--- src/rtl/cp_strip_framer.sv ---
// Cyclic-prefix stripper / OFDM symbol framer.
// Drops CP_LEN prefix samples of every symbol, forwards FFT_LEN useful samples
// with sop/eop markers and a symbol index, and tracks symbols within a frame.
// A sync accepted mid-frame aborts the frame and restarts at CP sample 0.
module cp_strip_framer #(
    parameter int DW      = 14,
    parameter int FFT_LEN = 64,
    parameter int CP_LEN  = 16,
    parameter int NUM_SYM = 8,
    parameter int SYM_W   = 3
) (
    input  logic             clk,
    input  logic             rst,
    input  logic             in_valid,
    input  logic [DW-1:0]    in_I,
    input  logic [DW-1:0]    in_Q,
    input  logic             sync,
    output logic             out_valid,
    output logic [DW-1:0]    out_I,
    output logic [DW-1:0]    out_Q,
    output logic             out_sop,
    output logic             out_eop,
    output logic [SYM_W-1:0] out_sym_idx,
    output logic             frame_done,
    output logic             sync_err,
    output logic             busy
);

    localparam int MAX_LEN = (FFT_LEN > CP_LEN) ? FFT_LEN : CP_LEN;
    localparam int CW      = (MAX_LEN > 2) ? $clog2(MAX_LEN) : 1;

    localparam logic [CW-1:0]    CP_LAST  = CW'(CP_LEN - 1);
    localparam logic [CW-1:0]    FFT_LAST = CW'(FFT_LEN - 1);
    localparam logic [SYM_W-1:0] SYM_LAST = SYM_W'(NUM_SYM - 1);

    typedef enum logic [1:0] {
        IDLE,
        CP,
        DATA
    } state_t;

    state_t          state;
    logic [CW-1:0]   cnt;
    logic [SYM_W-1:0] sym;

    // Framing FSM with registered outputs; sync with a valid sample has priority in every state.
    always_ff @(posedge clk or posedge rst) begin
        if (rst) begin
            state       <= IDLE;
            cnt         <= '0;
            sym         <= '0;
            out_valid   <= 1'b0;
            out_I       <= '0;
            out_Q       <= '0;
            out_sop     <= 1'b0;
            out_eop     <= 1'b0;
            out_sym_idx <= '0;
            frame_done  <= 1'b0;
            sync_err    <= 1'b0;
            busy        <= 1'b0;
        end else begin
            out_valid  <= 1'b0;
            out_sop    <= 1'b0;
            out_eop    <= 1'b0;
            frame_done <= 1'b0;
            sync_err   <= 1'b0;
            if (in_valid) begin
                if (sync) begin
                    // This sample is CP sample 0 of symbol 0 of a new frame.
                    sync_err <= (state != IDLE);
                    sym      <= '0;
                    busy     <= 1'b1;
                    if (CP_LEN == 1) begin
                        state <= DATA;
                        cnt   <= '0;
                    end else begin
                        state <= CP;
                        cnt   <= CW'(1);
                    end
                end else begin
                    case (state)
                        IDLE: begin
                            state <= IDLE;
                        end
                        CP: begin
                            if (cnt == CP_LAST) begin
                                state <= DATA;
                                cnt   <= '0;
                            end else begin
                                cnt <= cnt + 1'b1;
                            end
                        end
                        DATA: begin
                            out_valid   <= 1'b1;
                            out_I       <= in_I;
                            out_Q       <= in_Q;
                            out_sym_idx <= sym;
                            out_sop     <= (cnt == '0);
                            out_eop     <= (cnt == FFT_LAST);
                            if (cnt == FFT_LAST) begin
                                cnt <= '0;
                                if (sym == SYM_LAST) begin
                                    frame_done <= 1'b1;
                                    state      <= IDLE;
                                    sym        <= '0;
                                    busy       <= 1'b0;
                                end else begin
                                    state <= CP;
                                    sym   <= sym + 1'b1;
                                end
                            end else begin
                                cnt <= cnt + 1'b1;
                            end
                        end
                        default: begin
                            state <= IDLE;
                            cnt   <= '0;
                            sym   <= '0;
                            busy  <= 1'b0;
                        end
                    endcase
                end
            end
        end
    end

endmodule

--- config.mk ---
export PLATFORM = sky130hd
export DESIGN_NAME = cp_strip_framer
export DESIGN_NICKNAME = d
export VERILOG_FILES = /design/src/rtl/cp_strip_framer.sv
export SDC_FILE = /design/constraint.sdc
export NUM_CORES = 1
export LEC_CHECK = 0
export ABC_AREA = 1
export CORE_ASPECT_RATIO = 0.8
export CORE_UTILIZATION = 55
export DETAILED_ROUTE_END_ITERATION = 16
export DONT_BUFFER_PORTS = 1
export PLACE_DENSITY = 0.72
export SETUP_SLACK_MARGIN = 0.15
export SYNTH_ARGS = -nofsm -noshare
export SYNTH_HDL_FRONTEND = slang
export SYNTH_SLANG_ARGS = --single-unit
--- constraint.sdc ---
create_clock -name clk -period 4.58 [get_ports clk]
set_clock_uncertainty 0.05 [all_clocks]
set_input_delay 0.916 -clock clk [delete_from_list [all_inputs] [get_ports clk]]
set_output_delay 0.916 -clock clk [all_outputs]
set_load 0.005 [all_outputs]
==> Yosys cells after proc, flatten, opt, wreduce, memory -nomap -nowiden <==
Index checks and enable logic that the tools add are counted.
{ "classes": {"add_sub_neg": 2, "eq_ne": 10, "mux": 33, "bitwise": 1, "reduce_logical": 9} }
{ "ops": {"columns": ["operator", "n"], "rows": [
  ["$mux 1", 20],
  ["$mux 6", 3],
  ["$pmux 6 s3", 1],
  ["$mux 3", 3],
  ["$ne 3x3->1 const B", 3],
  ["$reduce_and 3->1", 3],
  ["$add 6x1->6 const B", 1],
  ["$eq 6x4->1 const B", 1],
  ["$eq 6x6->1 const B", 1],
  ["$logic_not 6->1", 1],
  ["$mux 2", 3],
  ["$pmux 3 s2", 1],
  ["$pmux 2 s2", 1],
  ["$reduce_and 4->1", 1],
  ["$add 3x1->3 const B", 1],
  ["$eq 3x3->1 const B", 1],
  ["$eq 2x1->1 const B", 1],
  ["$eq 2x2->1 const B", 1],
  ["$logic_not 2->1", 1],
  ["$ne 2x1->1 const B", 1],
  ["$ne 2x2->1 const B", 1],
  ["$pmux 1 s2", 1],
  ["$reduce_and 2->1", 1],
  ["$reduce_bool 2->1", 1],
  ["2 further kinds", 2]
]} }
{ "totals": {"reg_bits": 48, "output_inout_bits": 37, "elab_cells": 67} }

==> Depth between registers and ports, before layout <==
{ "logic_depth": {"ltp_word": 6, "depth_mapped": 10, "ltp_nobuf": 9} }

==> Worst setup path after synthesis <==
Ideal clock, no wire load.
{ "synth_path": {"kind": "input-to-reg", "startpoint": "input sync", "endpoint": "register out_Q[10]", "setup_time_ps": 116, "t_arrival_ps": 1529, "setup_slack_ps": 2885, "stages": 7, "cell_sequence": "nor2_4 inv_2 nor2_4 inv_2 buf_4 nand2_1 nand2_1"} }
{ "synth_via": {"elab_chain_len": 2} }
{ "synth_rtl": {"columns": ["element", "line_no", "rtl"], "rows": [
  ["from (decl)", "17", "input logic sync,"],
  ["$not 1->1 (no line)", null, null],
  ["$reduce_and 3->1 (no line)", null, null],
  ["to (signal assigned)", "96", "out_Q <= in_Q;"],
  ["to (decl)", "20", "output logic [DW-1:0] out_Q,"]
]} }
Every way passes these cells.
A chain may end at the register's enable or synchronous reset.

==> Worst setup path in the final report <==
{ "layout_path": {"startpoint": "register state[0]", "endpoint": "register out_sym_idx[0]"} }
{ "layout_via": {"elab_chain_len": 2} }
{ "layout_rtl": {"columns": ["element", "line_no", "rtl"], "rows": [
  ["from (decl)", "42", "state_t state;"],
  ["from (signal assigned)", "49", "state <= IDLE;"],
  ["from (signal assigned)", "74", "state <= DATA;"],
  ["from (signal assigned)", "77", "state <= CP;"],
  ["$eq 2x2->1", "81", "case (state)"],
  ["$reduce_and 3->1 (no line)", null, null],
  ["to (signal assigned)", "97", "out_sym_idx <= sym;"],
  ["to (decl)", "23", "output logic [SYM_W-1:0] out_sym_idx,"]
]} }
Every way passes these cells.

==> impl_metrics.py <==
metrics = {
    "setup_path": {
        "startpoint": "state[0]$_DFFE_PP0P_",
        "critPathLaunchType": "flop",
        "worstSetupPathType": "reg2reg",
        "r2r-start": "state[0]$_DFFE_PP0P_",
        "cp_data_required_time_ns": 4.69,
        "end_kind": "flop",
        "critPathArrivalTime_ns": 2.49,
        "path_max_fanout": 35,
    },
    "logic_synthesis": {
        "async_reset_ff_share_pct": 100,
        "syn_inst": 255,
        "yosysMostFrequentCell": "nand2_1",
        "synth-simple-area-share_pct": 29.8,
        "netlist-cell-type-count": 22,
        "yosysTopAreaCell": "dfrtp_1",
        "synth_fa_ha_area_share_pct": 4.65,
        "synth_edf_count": 0,
        "synth_area_leaders": "dfrtp_1, nand2_1, ha_1, inv_1, nor2_1",
        "yosysTopAreaCellShare_pct": 55.7,
        "synth_common_cells": "nand2_1, dfrtp_1, inv_1",
        "synth_compound_area_share_pct": 3.83,
        "avgSynthCellArea_um2": 8.45,
        "synthXorXnorAreaFrac_pct": 0.407,
        "ys_seq_area_share_pct": 55.7,
        "ys_warn_count": 0,
        "synth_top_family_by_area": "simple AND/OR/NAND/NOR gates",
        "synthesis.area_mm2": 0.00215,
        "ys_ff_latch": 48,
        "synthMuxAreaShare_pct": 0,
        "synthFlopType": "dfrtp_1",
        "syn_nets": 295,
    },
    "routing": {
        "route.detailed.drc": 0,
        "final_antenna_net_count": 0,
        "wl_per_cell_um": 12.5,
        "totalWireLength_um": 3860,
        "viasPerCell": 5.04,
        "vias": 1551,
        "first_pass_iters": 4,
        "drt_iter0_drc": 74,
    },
    "cts": {
        "post-cts-setup-buffers": 0,
        "cts_buffers": 5,
        "cts_hold_buf": 0,
        "cts_sinks": 48,
        "cts_tree": "done",
        "worstSkewPairLatency_ns": 0.29,
        "cts_buffer_depth": 2,
        "clk_pin_slew_ns": 0.09,
        "cts_resized": 0,
        "htreeDepth": 2,
        "clockRootBuffer": "clkbuf_8",
    },
    "power": {
        "p_total_mw": 1.28,
        "p_leak_nw": 1.20,
        "power.density_mw_per_mm2": 561,
        "ir_drop_mv": 0.367,
    },
    "timing": {
        "max_freq_mhz": 421,
        "worst_hold_slack_ns": 0.453,
        "rsz0062_at_grt": "false",
        "tightest_slew_ns": 0.943,
        "fin_tns_setup_ns": 0,
        "relSlewSlack_pct": 37.0,
        "min_period_ns": 2.37,
        "hold_viol": 0,
        "finalSetupViolCount": 0,
        "fin_crit_sh_pct": 51.8,
        "slew_violations": 0,
    },
    "place": {
        "dp_cells": 300,
        "gp_congestion": 0.845,
        "dp_hpwl_um": 2700,
        "portBuffers": 0,
        "post_dp_cell_area_mm2": 0.00217,
    },
    "die": {
        "rows": 19,
        "ios": 69,
        "initial_core_util_pct": 60.0,
        "die_area_mm2": 0.00417,
        "core_mm2": 0.00359,
        "die_w_um": 72.0,
        "die_y_um": 58.0,
    },
    "cells_and_area": {
        "synthToLayoutAreaGrowth_pct": 6.10,
        "final_cell_area_mm2": 0.00229,
        "fillerInstances": 329,
        "antenna_cells": 0,
        "regArea_mm2": 0.00120,
        "fin_nets": 295,
        "final_cells": 308,
        "multi_input_area_um2": 833,
        "drive_gt1_share_pct": 8.20,
    },
    "run": {
        "drv_cap": 0,
    },
    "grt": {
        "first_global_vias": 1464,
        "antenna_found_initial": 0,
        "track_usage_pct": 20.4,
        "grt_pass1_wl_um": 6420,
        "gr-total-overflow": 0,
        "grt_max_degree": 49,
    },
    "min_path": {
        "hp-start": "out_I[9]$_DFFE_PP0P_",
        "min_path_type": "reg2reg",
    },
    "status": {
        "status": "finished, final reports clean",
    },
}
## per-layer routing
layer	vias to the layer above	GRT usage, %	share of wire [%]
met1	708	26.8	48
li1	782	-	-
met3	8	7.48	6.9
met4	0	8.40	1.5
met2	53	30.9	44
met5	-	0	0
## area by class of cell
class / instances / share of cell area (%)
inverter: 20 / 3.28
clock buffer: 5 / 3.01
tap: 52 / 2.85
sequential: 48 / 52.5
multi-input combinational: 180 / 36.5
clock inverter: 3 / 1.86
## flip-flops by register name (all words and copies together) (netlist names)
register and count:
out_I 14, out_Q 14, cnt 6, out_sym_idx 3, sym 3, state 2
busy 1, frame_done 1, out_eop 1, out_sop 1, out_valid 1, sync_err 1
## report_power, final
part / total (mW) / internal (mW) / switching [mW] / leakage (nW)
combinational: 0.286 / 0.107 / 0.179 / 0.520
clock: 0.300 / 0.162 / 0.139 / 0.0541
sequential: 0.696 / 0.574 / 0.122 / 0.624
## per-stage QoR
step	util, %	setup WS, ns
after floorplan	-	2.47
after detailed placement	60.6	2.03
after global placement	60.6	2.04
final	63.7	2.21
after CTS	63.7	2.16
after global routing	63.7	1.97
## cell usage in the layout (no fill, tap or decap)
cell type and n:
a21oi_1 4, a21oi_2 1, bufinv_16 1, clkbuf_8 5
clkinv_2 1, clkinvlp_4 1, dfrtp_1 48, ha_1 8
inv_1 15, inv_2 5, nand2_1 124, nand2_2 3
nand3_1 8, nand4_1 5, nor2_1 13, nor2_4 2
nor3_1 1, nor3_2 1, o21a_1 1, o21ai_0 3
o21ai_1 3, o21ai_2 1, o21bai_1 1, xor2_1 1
## worst paths after layout
| kind | end | slack, ns | cells after the start |
|---|---|---|---|
| worst max register to register | out_sym_idx[0]$_DFFE_PP0P_ | 2.21 | 9 |
| min in group asynchronous | out_Q[7]$_DFFE_PP0P_ | 0.65 | 1 |
| worst max-delay path | out_sym_idx[0]$_DFFE_PP0P_ | 2.21 | 9 |
| worst min-delay path | out_I[9]$_DFFE_PP0P_ | 0.45 | 2 |
| worst min register to register | out_I[9]$_DFFE_PP0P_ | 0.45 | 2 |
| max in group asynchronous | out_I[12]$_DFFE_PP0P_ | 3.23 | 1 |
## cell families (layout without fill, tap and decap cells)
group / after synthesis / after routing
AOI/OAI and AO/OA: 14 / 14
xor gates and xnor gates: 1 / 1
adders and majority gates: 8 / 8
buffers and inverters: 27 / 28
DFF: 48 / 48
and+or+nand+nor: 157 / 157
## worst max-delay path: stages, from the launching register on
cell and delay (ns):
dfrtp_1 0.42, inv_1 0.09, ha_1 0.18, inv_1 0.09, nor2_4 0.15, inv_2 0.06, nor2_4 0.53, inv_2 0.44
nand2_1 0.13, o21ai_0 0.08
Power figures use the tool's default switching activity.
